**config.mk**
```make
export PLATFORM = sky130hd
export DESIGN_NAME = quad_encoder_counter
export DESIGN_NICKNAME = d
export VERILOG_FILES = /design/src/rtl/quad_encoder_counter.sv
export SDC_FILE = /design/constraint.sdc
export NUM_CORES = 1
export LEC_CHECK = 0
export ABC_AREA = 1
export CORE_MARGIN = 1
export CORE_UTILIZATION = 45
export CTS_CLUSTER_DIAMETER = 60
export DETAILED_ROUTE_END_ITERATION = 10
export MAX_ROUTING_LAYER = met4
export PLACE_DENSITY_LB_ADDON = 0.12
export SETUP_SLACK_MARGIN = 0.02
export SLEW_MARGIN = 20
export SYNTH_ARGS = -nofsm -noshare
export SYNTH_HDL_FRONTEND = slang
export SYNTH_SLANG_ARGS = --single-unit
```
**constraint.sdc**
```tcl
create_clock -name clk -period 3.4 [get_ports clk]
set_clock_uncertainty 0.15 [all_clocks]
set_input_delay 0.34 -clock clk [delete_from_list [all_inputs] [get_ports clk]]
set_output_delay 0.34 -clock clk [all_outputs]
set_load 0.005 [all_outputs]
```
**src/rtl/quad_encoder_counter.sv**
```systemverilog
//-----------------------------------------------------------------------------
// quad_encoder_counter
//
// Quadrature encoder front end. The raw A/B pins are synchronised and
// glitch-filtered, then decoded 4x into a wrap-around signed angle count
// for the rotation-speed stage.
//
// Ports:
//   clk        system clock, rising edge
//   reset      asynchronous, active-low reset
//   enc_a      encoder channel A (asynchronous)
//   enc_b      encoder channel B (asynchronous)
//   enc_z      encoder index channel (asynchronous, ENC_INDEX_EN builds only)
//   clear_cnt  synchronous angle clear
//   clear_err  synchronous error clear
//   angle      CNT_W-bit two's-complement position count
//   dir        direction of last valid step (1 = forward, 0 = reverse)
//   step       one-cycle pulse on every counted step
//   err        sticky illegal-transition flag
//
// Build option: define ENC_INDEX_EN to add enc_z; a filtered rising edge of
// the index zeroes the angle (below clear_cnt, above step counting).
//-----------------------------------------------------------------------------
`timescale 1ns/1ps
module quad_encoder_counter #(
  parameter int SYNC_STAGES = 2,
  parameter int FILTER_LEN  = 4,
  parameter int CNT_W       = 32
) (
  input  logic             clk,
  input  logic             reset,
  input  logic             enc_a,
  input  logic             enc_b,
`ifdef ENC_INDEX_EN
  input  logic             enc_z,
`endif
  input  logic             clear_cnt,
  input  logic             clear_err,
  output logic [CNT_W-1:0] angle,
  output logic             dir,
  output logic             step,
  output logic             err
);

`ifdef ENC_INDEX_EN
  localparam int unsigned NCH = 3;
`else
  localparam int unsigned NCH = 2;
`endif
  localparam int unsigned INIT_LEN = SYNC_STAGES + FILTER_LEN;
  localparam int unsigned FC_W     = (FILTER_LEN > 1) ? $clog2(FILTER_LEN) : 1;
  localparam int unsigned ST_W     = $clog2(INIT_LEN);
  localparam logic [FC_W-1:0] FC_LAST = FC_W'(FILTER_LEN - 1);
  localparam logic [ST_W-1:0] ST_LAST = ST_W'(INIT_LEN - 1);

  typedef enum logic {ST_INIT, ST_RUN} state_t;

  state_t           state_q, state_d;
  logic [ST_W-1:0]  st_cnt_q;

  // Channel vector: bit 0 = A, bit 1 = B, bit 2 = Z (index builds)
  logic [NCH-1:0]   pins;
  logic [NCH-1:0]   sync_q [SYNC_STAGES];
  logic [NCH-1:0]   sa;
  logic [NCH-1:0]   filt_q;
  logic [NCH-1:0]   prev_q;
  logic [FC_W-1:0]  fc_q [NCH];

  logic             fwd, rev, bad;
  logic [CNT_W-1:0] angle_q;

`ifdef ENC_INDEX_EN
  logic             idx_rise;
  assign pins = {enc_z, enc_b, enc_a};
`else
  assign pins = {enc_b, enc_a};
`endif

  assign sa    = sync_q[SYNC_STAGES-1];
  assign angle = angle_q;

  // Input synchroniser
  always_ff @(posedge clk or negedge reset) begin
    if (!reset) begin
      for (int unsigned i = 0; i < SYNC_STAGES; i++) sync_q[i] <= '0;
    end else begin
      sync_q[0] <= pins;
      for (int unsigned i = 1; i < SYNC_STAGES; i++) sync_q[i] <= sync_q[i-1];
    end
  end

  // State register and startup timer
  always_ff @(posedge clk or negedge reset) begin
    if (!reset) begin
      state_q  <= ST_INIT;
      st_cnt_q <= '0;
    end else begin
      state_q <= state_d;
      if (state_q == ST_INIT) st_cnt_q <= st_cnt_q + ST_W'(1);
    end
  end

  always_comb begin
    state_d = state_q;
    case (state_q)
      ST_INIT: if (st_cnt_q == ST_LAST) state_d = ST_RUN;
      ST_RUN:  state_d = ST_RUN;
      default: state_d = ST_INIT;
    endcase
  end

  // Glitch filter; during startup the filtered levels track the synchroniser
  // directly so a resting non-00 encoder is not seen as a transition.
  always_ff @(posedge clk or negedge reset) begin
    if (!reset) begin
      filt_q <= '0;
      prev_q <= '0;
      for (int unsigned c = 0; c < NCH; c++) fc_q[c] <= '0;
    end else begin
      prev_q <= filt_q;
      if (state_q == ST_INIT) begin
        filt_q <= sa;
        for (int unsigned c = 0; c < NCH; c++) fc_q[c] <= '0;
      end else begin
        for (int unsigned c = 0; c < NCH; c++) begin
          if (sa[c] == filt_q[c]) begin
            fc_q[c] <= '0;
          end else if (fc_q[c] == FC_LAST) begin
            filt_q[c] <= sa[c];
            fc_q[c]   <= '0;
          end else begin
            fc_q[c] <= fc_q[c] + FC_W'(1);
          end
        end
      end
    end
  end

  // 4x decode of {A,B}: prev -> cur
  always_comb begin
    fwd = 1'b0;
    rev = 1'b0;
    bad = 1'b0;
    if (state_q == ST_RUN) begin
      case ({prev_q[0], prev_q[1], filt_q[0], filt_q[1]})
        4'b0010, 4'b1011, 4'b1101, 4'b0100: fwd = 1'b1;
        4'b0001, 4'b0111, 4'b1110, 4'b1000: rev = 1'b1;
        4'b0011, 4'b1100, 4'b0110, 4'b1001: bad = 1'b1;
        default: ;
      endcase
    end
  end

`ifdef ENC_INDEX_EN
  assign idx_rise = (state_q == ST_RUN) && filt_q[2] && !prev_q[2];
`endif

  always_ff @(posedge clk or negedge reset) begin
    if (!reset) begin
      angle_q <= '0;
      dir     <= 1'b0;
      step    <= 1'b0;
      err     <= 1'b0;
    end else begin
      step <= fwd | rev;
      if (fwd)      dir <= 1'b1;
      else if (rev) dir <= 1'b0;

      if (clear_cnt)     angle_q <= '0;
`ifdef ENC_INDEX_EN
      else if (idx_rise) angle_q <= '0;
`endif
      else if (fwd)      angle_q <= angle_q + CNT_W'(1);
      else if (rev)      angle_q <= angle_q - CNT_W'(1);

      if (bad)            err <= 1'b1;
      else if (clear_err) err <= 1'b0;
    end
  end

endmodule
```
### Word-level counts from Yosys, hierarchy flattened

Index checks and enable logic that the tools add are counted.

| storage, ports and cells | value |
|---|---|
| flip-flop bits (word level) | 51 |
| input port bits | 6 |
| output and inout port bits | 35 |
| logic and storage cells | 74 |

| cells by class | value |
|---|---|
| add/sub/neg operators | 5 |
| equality and inequality tests | 21 |
| mux-type cells | 25 |
| bitwise gates (word level) | 2 |
| reductions and logical operators | 8 |

Operator list:

| kind | number |
|---|---|
| two-way mux 32 bit | 3 |
| adder 32 x 1 -> 32 bit (second input constant) | 1 |
| subtractor 32 x 1 -> 32 bit (second input constant) | 1 |
| equality test 4 bit (second input constant) | 6 |
| two-way mux 1 bit | 15 |
| equality test 4 x 3 -> 1 bit (second input constant) | 3 |
| OR reduction 4 bit | 3 |
| two-way mux 2 bit | 5 |
| equality test 4 x 2 -> 1 bit (second input constant) | 2 |
| adder 2 x 1 -> 2 bit (second input constant) | 2 |
| equality test 2 bit (second input constant) | 2 |
| equality test 4 x 1 -> 1 bit (second input constant) | 1 |
| two-way mux 4 bit | 1 |
| != test 2 x 1 -> 1 bit (second input constant) | 2 |
| != test 2 bit (second input constant) | 2 |
| AND reduction 2 bit | 2 |
| nonzero test 2 bit | 2 |
| adder 3 x 1 -> 3 bit (second input constant) | 1 |
| equality test 3 bit (second input constant) | 1 |
| nonzero test 3 bit | 1 |
| equality test 1 bit | 2 |
| one-hot mux 1 bit (2 select lines) | 1 |
| NOT 1 bit | 1 |
| OR 1 bit | 1 |

### Logic depth before layout (Yosys ltp)

| logic depth | value |
|---|---|
| depth in word-level cells | 7 |
| gate-level depth with buffers | 14 |
| gate-level depth less buffers | 14 |

### Worst setup path after synthesis

No wires, ideal clock.

| timing path | value |
|---|---|
| path kind | reg2reg |
| start point | register filt_q[1] |
| end point | register angle_q[30], in the netlist angle[30] |
| library setup time | 0.117 ns |
| arrival | 2.695 ns |
| data required time | 3.133 ns |
| slack | 0.438 ns |
| cell stages (with the launch flop) | 14 |
| buffers on the path | 0 |
| period minus slack after synthesis | 2.962 ns |
| path through | dfrtp_1 > xnor2_1 > nand3_2 > fa_1 > nand3_1 > nand3_1 > nand2_1 > nand2_1 > nand2_1 > nand2_1 > nand2_1 > nand3_1 > nand3_1 > nand2_1 |

| between the ends | value |
|---|---|
| cells in the longest elaborated chain, start to end | 6 |
| elaborated cells between the ends (all ways) | 17 |
| those cells by class | eq/ne (8); mux (6); reduce/logical (3) |

RTL lines:

| item | line | RTL |
|---|---|---|
| start: declaration | 65 | `logic [NCH-1:0] filt_q;` |
| start signal: indexed assignment | 129 | `filt_q[c] <= sa[c];` |
| equality test 4 x 2 -> 1 bit, or another cell as far along | 145 | `case ({prev_q[0], prev_q[1], filt_q[0], filt_q[1]})` |
| OR reduction 4 bit | 145 |  |
| two-way mux 1 bit | 145 |  |
| two-way mux 1 bit | 144 | `if (state_q == ST_RUN) begin` |
| two-way mux 32 bit | 173 | `else if (fwd) angle_q <= angle_q + CNT_W'(1);` |
| two-way mux 32 bit | 169 | `if (clear_cnt) angle_q <= '0;` |
| end signal: assignment | 173 |  |
| end signal: assignment | 174 | `else if (rev) angle_q <= angle_q - CNT_W'(1);` |
| end: declaration | 70 | `logic [CNT_W-1:0] angle_q;` |

Parallel ways exist; a longest one is shown, timed or not.
A chain may end at the register's enable or synchronous reset.

### Worst setup path in the final report

| timing path | value |
|---|---|
| start point | register filt_q[1] |
| end point | register angle_q[31], in the netlist angle[31] |

Same word-level chain as after synthesis.

==> results.sh <==
export IMPL_cp_top_family="simple AND/OR/NAND/NOR gates"
export IMPL_drt_total_wl_mm=11.4
export IMPL_ys_types=29
export IMPL_rsz0062_at_grt="false"
export IMPL_final_nets=785
export IMPL_yosys_area_top_type="dfrtp_1"
export IMPL_fp_dieH_um=100
export IMPL_dr_total_vias=4235
export IMPL_clkTransAtPathRegs_ps=110
export IMPL_crit_path_end_kind="flip-flop"
export IMPL_numCtsBuffers=5
export IMPL_drive_gt1_share_pct=3.93
export IMPL_grt_pass1_wl_mm=19.2
export IMPL_gp_congestion=0.898
export IMPL_clock_insertion_delay_worst_skew_ps=320
export IMPL_report_final_slew_viol_count=0
export IMPL_avgSynthCellArea_um2=6.31
export IMPL_fp_coreArea_um2=9330
export IMPL_synth_top_cells_by_area="dfrtp_1, nand2_1, ha_1"
export IMPL_clockBufferDepth=2
export IMPL_r2r_end="angle[31]$_DFFE_PN0P_"
export IMPL_period_needed_ps=2940
export IMPL_synth_top_area_share_pct=29.3
export IMPL_via_per_inst=4.88
export IMPL_wl_per_cell_um=13.1
export IMPL_htree_levels=2
export IMPL_synthTopCellsByCount="nand2_1, inv_1, nor2_1"
export IMPL_crit_path_frequent_cell="nand2_1"
export IMPL_hold_viol=0
export IMPL_grt_util_all_layers_pct=24.9
export IMPL_crit_buf_inv=1
export IMPL_overflow=0
export IMPL_netlist_area_um2=4360
export IMPL_synthMostInstantiatedCell="nand2_1"
export IMPL_path_cells="xnor2_1 -> nand3_2 -> buf_4 -> ha_1 -> nand2_1 -> nand3_1 -> nand2_1 -> nand2_1 -> nand2_1 -> nand2_1 -> nand2_1 -> nand2_1 -> nand2_1 -> nand3_1 -> nand2_1"
export IMPL_required_ps=3470
export IMPL_die_x_um=100
export IMPL_yosysWarnings=0
export IMPL_numClockSinks=51
export IMPL_hold_class="reg2reg"
export IMPL_antenna_found_initial=0
export IMPL_dp_hpwl_mm=8.86
export IMPL_postLayoutCoreUtil_pct=53.7
export IMPL_tightestPinTransition_ps=846
export IMPL_clock_root_buffer="clkbuf_8"
export IMPL_hold_path_depth=0
export IMPL_tns_ps=0
export IMPL_synth_seq_cells=51
export IMPL_slew_limit_headroom_pct=43.6
export IMPL_whs_ps=212
export IMPL_synth_flop_cell="dfrtp_1"
export IMPL_r2r_cells=15
export IMPL_cap_violations=0
export IMPL_postRouteAntennaNets=0
export IMPL_netlist_instances=691
export IMPL_status="complete, no violations"
export IMPL_cts_setup_buffers=0
export IMPL_synth_seq_area_share_pct=29.3
export IMPL_num_rows=35
export IMPL_io_buffers=40
export IMPL_diodes=0
export IMPL_drt_initial_drc_count=164
export IMPL_synth_edf_count=0
export IMPL_max_stage_delay_ps=470
export IMPL_hp_start="sync_q[3]$_DFF_PN0_"
export IMPL_criticalPathCategory="reg2reg"
export IMPL_grt_pass1_vias=4033
export IMPL_dieArea_um2=10100
export IMPL_async_flop_share_pct=100
export IMPL_r2r_start="filt_q[1]$_DFFE_PN0P_"
export IMPL_cts_tree="done"
export IMPL_period_share_pct=86.5
export IMPL_first_pass_iters=5
export IMPL_holdPathEnd="sa[1]$_DFF_PN0_"
export IMPL_ioPinCount=41
export IMPL_fmax_mhz=340
export IMPL_syn_to_final_growth_pct=14.9
export IMPL_crit_start="filt_q[1]$_DFFE_PN0P_"
export IMPL_crit_slowest_cell="dfrtp_1"
export IMPL_worstPathMaxFanout=20
export IMPL_crit_arrival_ps=3010
export IMPL_initial_core_util_pct=46.7
export IMPL_drc=0
export IMPL_grt_max_degree=35
export IMPL_setup_viol=0
export IMPL_start_kind="flip-flop"
export IMPL_synth_fp_nets=739
export IMPL_ff2ff_setup_slack_ps=460
kinds of logic after synthesis:
logic type	synth area share (%)
AND/OR/NAND/NOR	37.2
buffers and inverters	11.4
flip-flops	29.3
AO/OA/AOI/OAI	6.63
adder cells (fa/ha/maj)	12.2
XOR/XNOR	2.81
multiplexers	0.516
what timing repair did:
action | CTS | global route
gates resized for setup | 0 | 0
endpoints found under the hold margin | 33 | 0
hold buffers | 1 | 0
metrics by stage:
| step | setup slack (ps) | instance area [um^2] | cells |
|---|---|---|---|
| 6_report | 458 | 5010 | 867 |
| 5_1_grt | 164 | 5010 | 867 |
| 4_1_cts | 445 | 5010 | 867 |
| 3_5_place_dp | 469 | 4900 | 858 |
| 3_3_place_gp | 539 | 4900 | 858 |
| 2_1_floorplan | 438 | 4360 | 691 |
worst reg2reg max path, delay by kind of cell, from the launching register on:
| family | cells | cell delay [ps] |
|---|---|---|
| adder cells (fa/ha/maj) | 1 | 420 |
| flip-flops | 1 | 470 |
| XOR/XNOR | 1 | 270 |
| buffers and inverters | 1 | 230 |
| AND/OR/NAND/NOR | 12 | 1290 |
layout by cell type (no fill, tap or decap), types with 2 or more instances in the layout:
| cell | instances |
|---|---|
| nand2_1 | 299 |
| inv_1 | 119 |
| nor2_1 | 52 |
| dfrtp_1 | 51 |
| ha_1 | 41 |
| clkdlybuf4s50_1 | 39 |
| nand3_1 | 37 |
| a21oi_1 | 21 |
| o21ai_0 | 14 |
| xnor2_1 | 12 |
| o21ai_2 | 8 |
| nor3_1 | 7 |
| clkbuf_8 | 5 |
| nand4_1 | 4 |
| buf_4 | 4 |
| o21bai_1 | 3 |
| or2_2 | 2 |
| xor2_1 | 2 |
| and2_1 | 2 |
| mux2_2 | 2 |
| clkinv_4 | 2 |
how the worst max path moves through the flow:
stage          depth (start not counted)  slack (ps)                     to
3_3_place_gp                          15         540  angle[23]$_DFFE_PN0P_
6_report                              15         460  angle[31]$_DFFE_PN0P_
5_1_grt                               15         160  angle[23]$_DFFE_PN0P_
2_1_floorplan                         13         440  angle[30]$_DFFE_PN0P_
4_1_cts                               15         450  angle[31]$_DFFE_PN0P_
3_5_place_dp                          15         470  angle[31]$_DFFE_PN0P_
state kept, by name (all words and copies together), names as in the netlist:
signal	cells
angle	32
st_cnt_q	3
filt_q	2
state_q	1
sa	2
prev_q	2
step	1
dir	1
sync_q	2
fc_q	4
err	1
per-layer routing:
layer / global-route usage, % / vias to the layer above / share of wire (%)
met5: - / - / 0
met4: 5.69 / 0 / 1.5
met3: 2.58 / 17 / 3.4
met2: 40.4 / 73 / 45
met1: 33.5 / 1941 / 50
li1: - / 2204 / -
area by class of cell:
cell class	instances	area [um^2]
clock buffer	5	68.8
clock inverter	3	28.8
fill	941	4320
inverter	120	453
multi-input combinational	514	2590
sequential	51	1280
tap	129	161
timing repair buffer	45	435
Power is left out: the tool's default activity adds up to more than one toggle a clock period on the data nets, which glitch-free logic cannot reach.
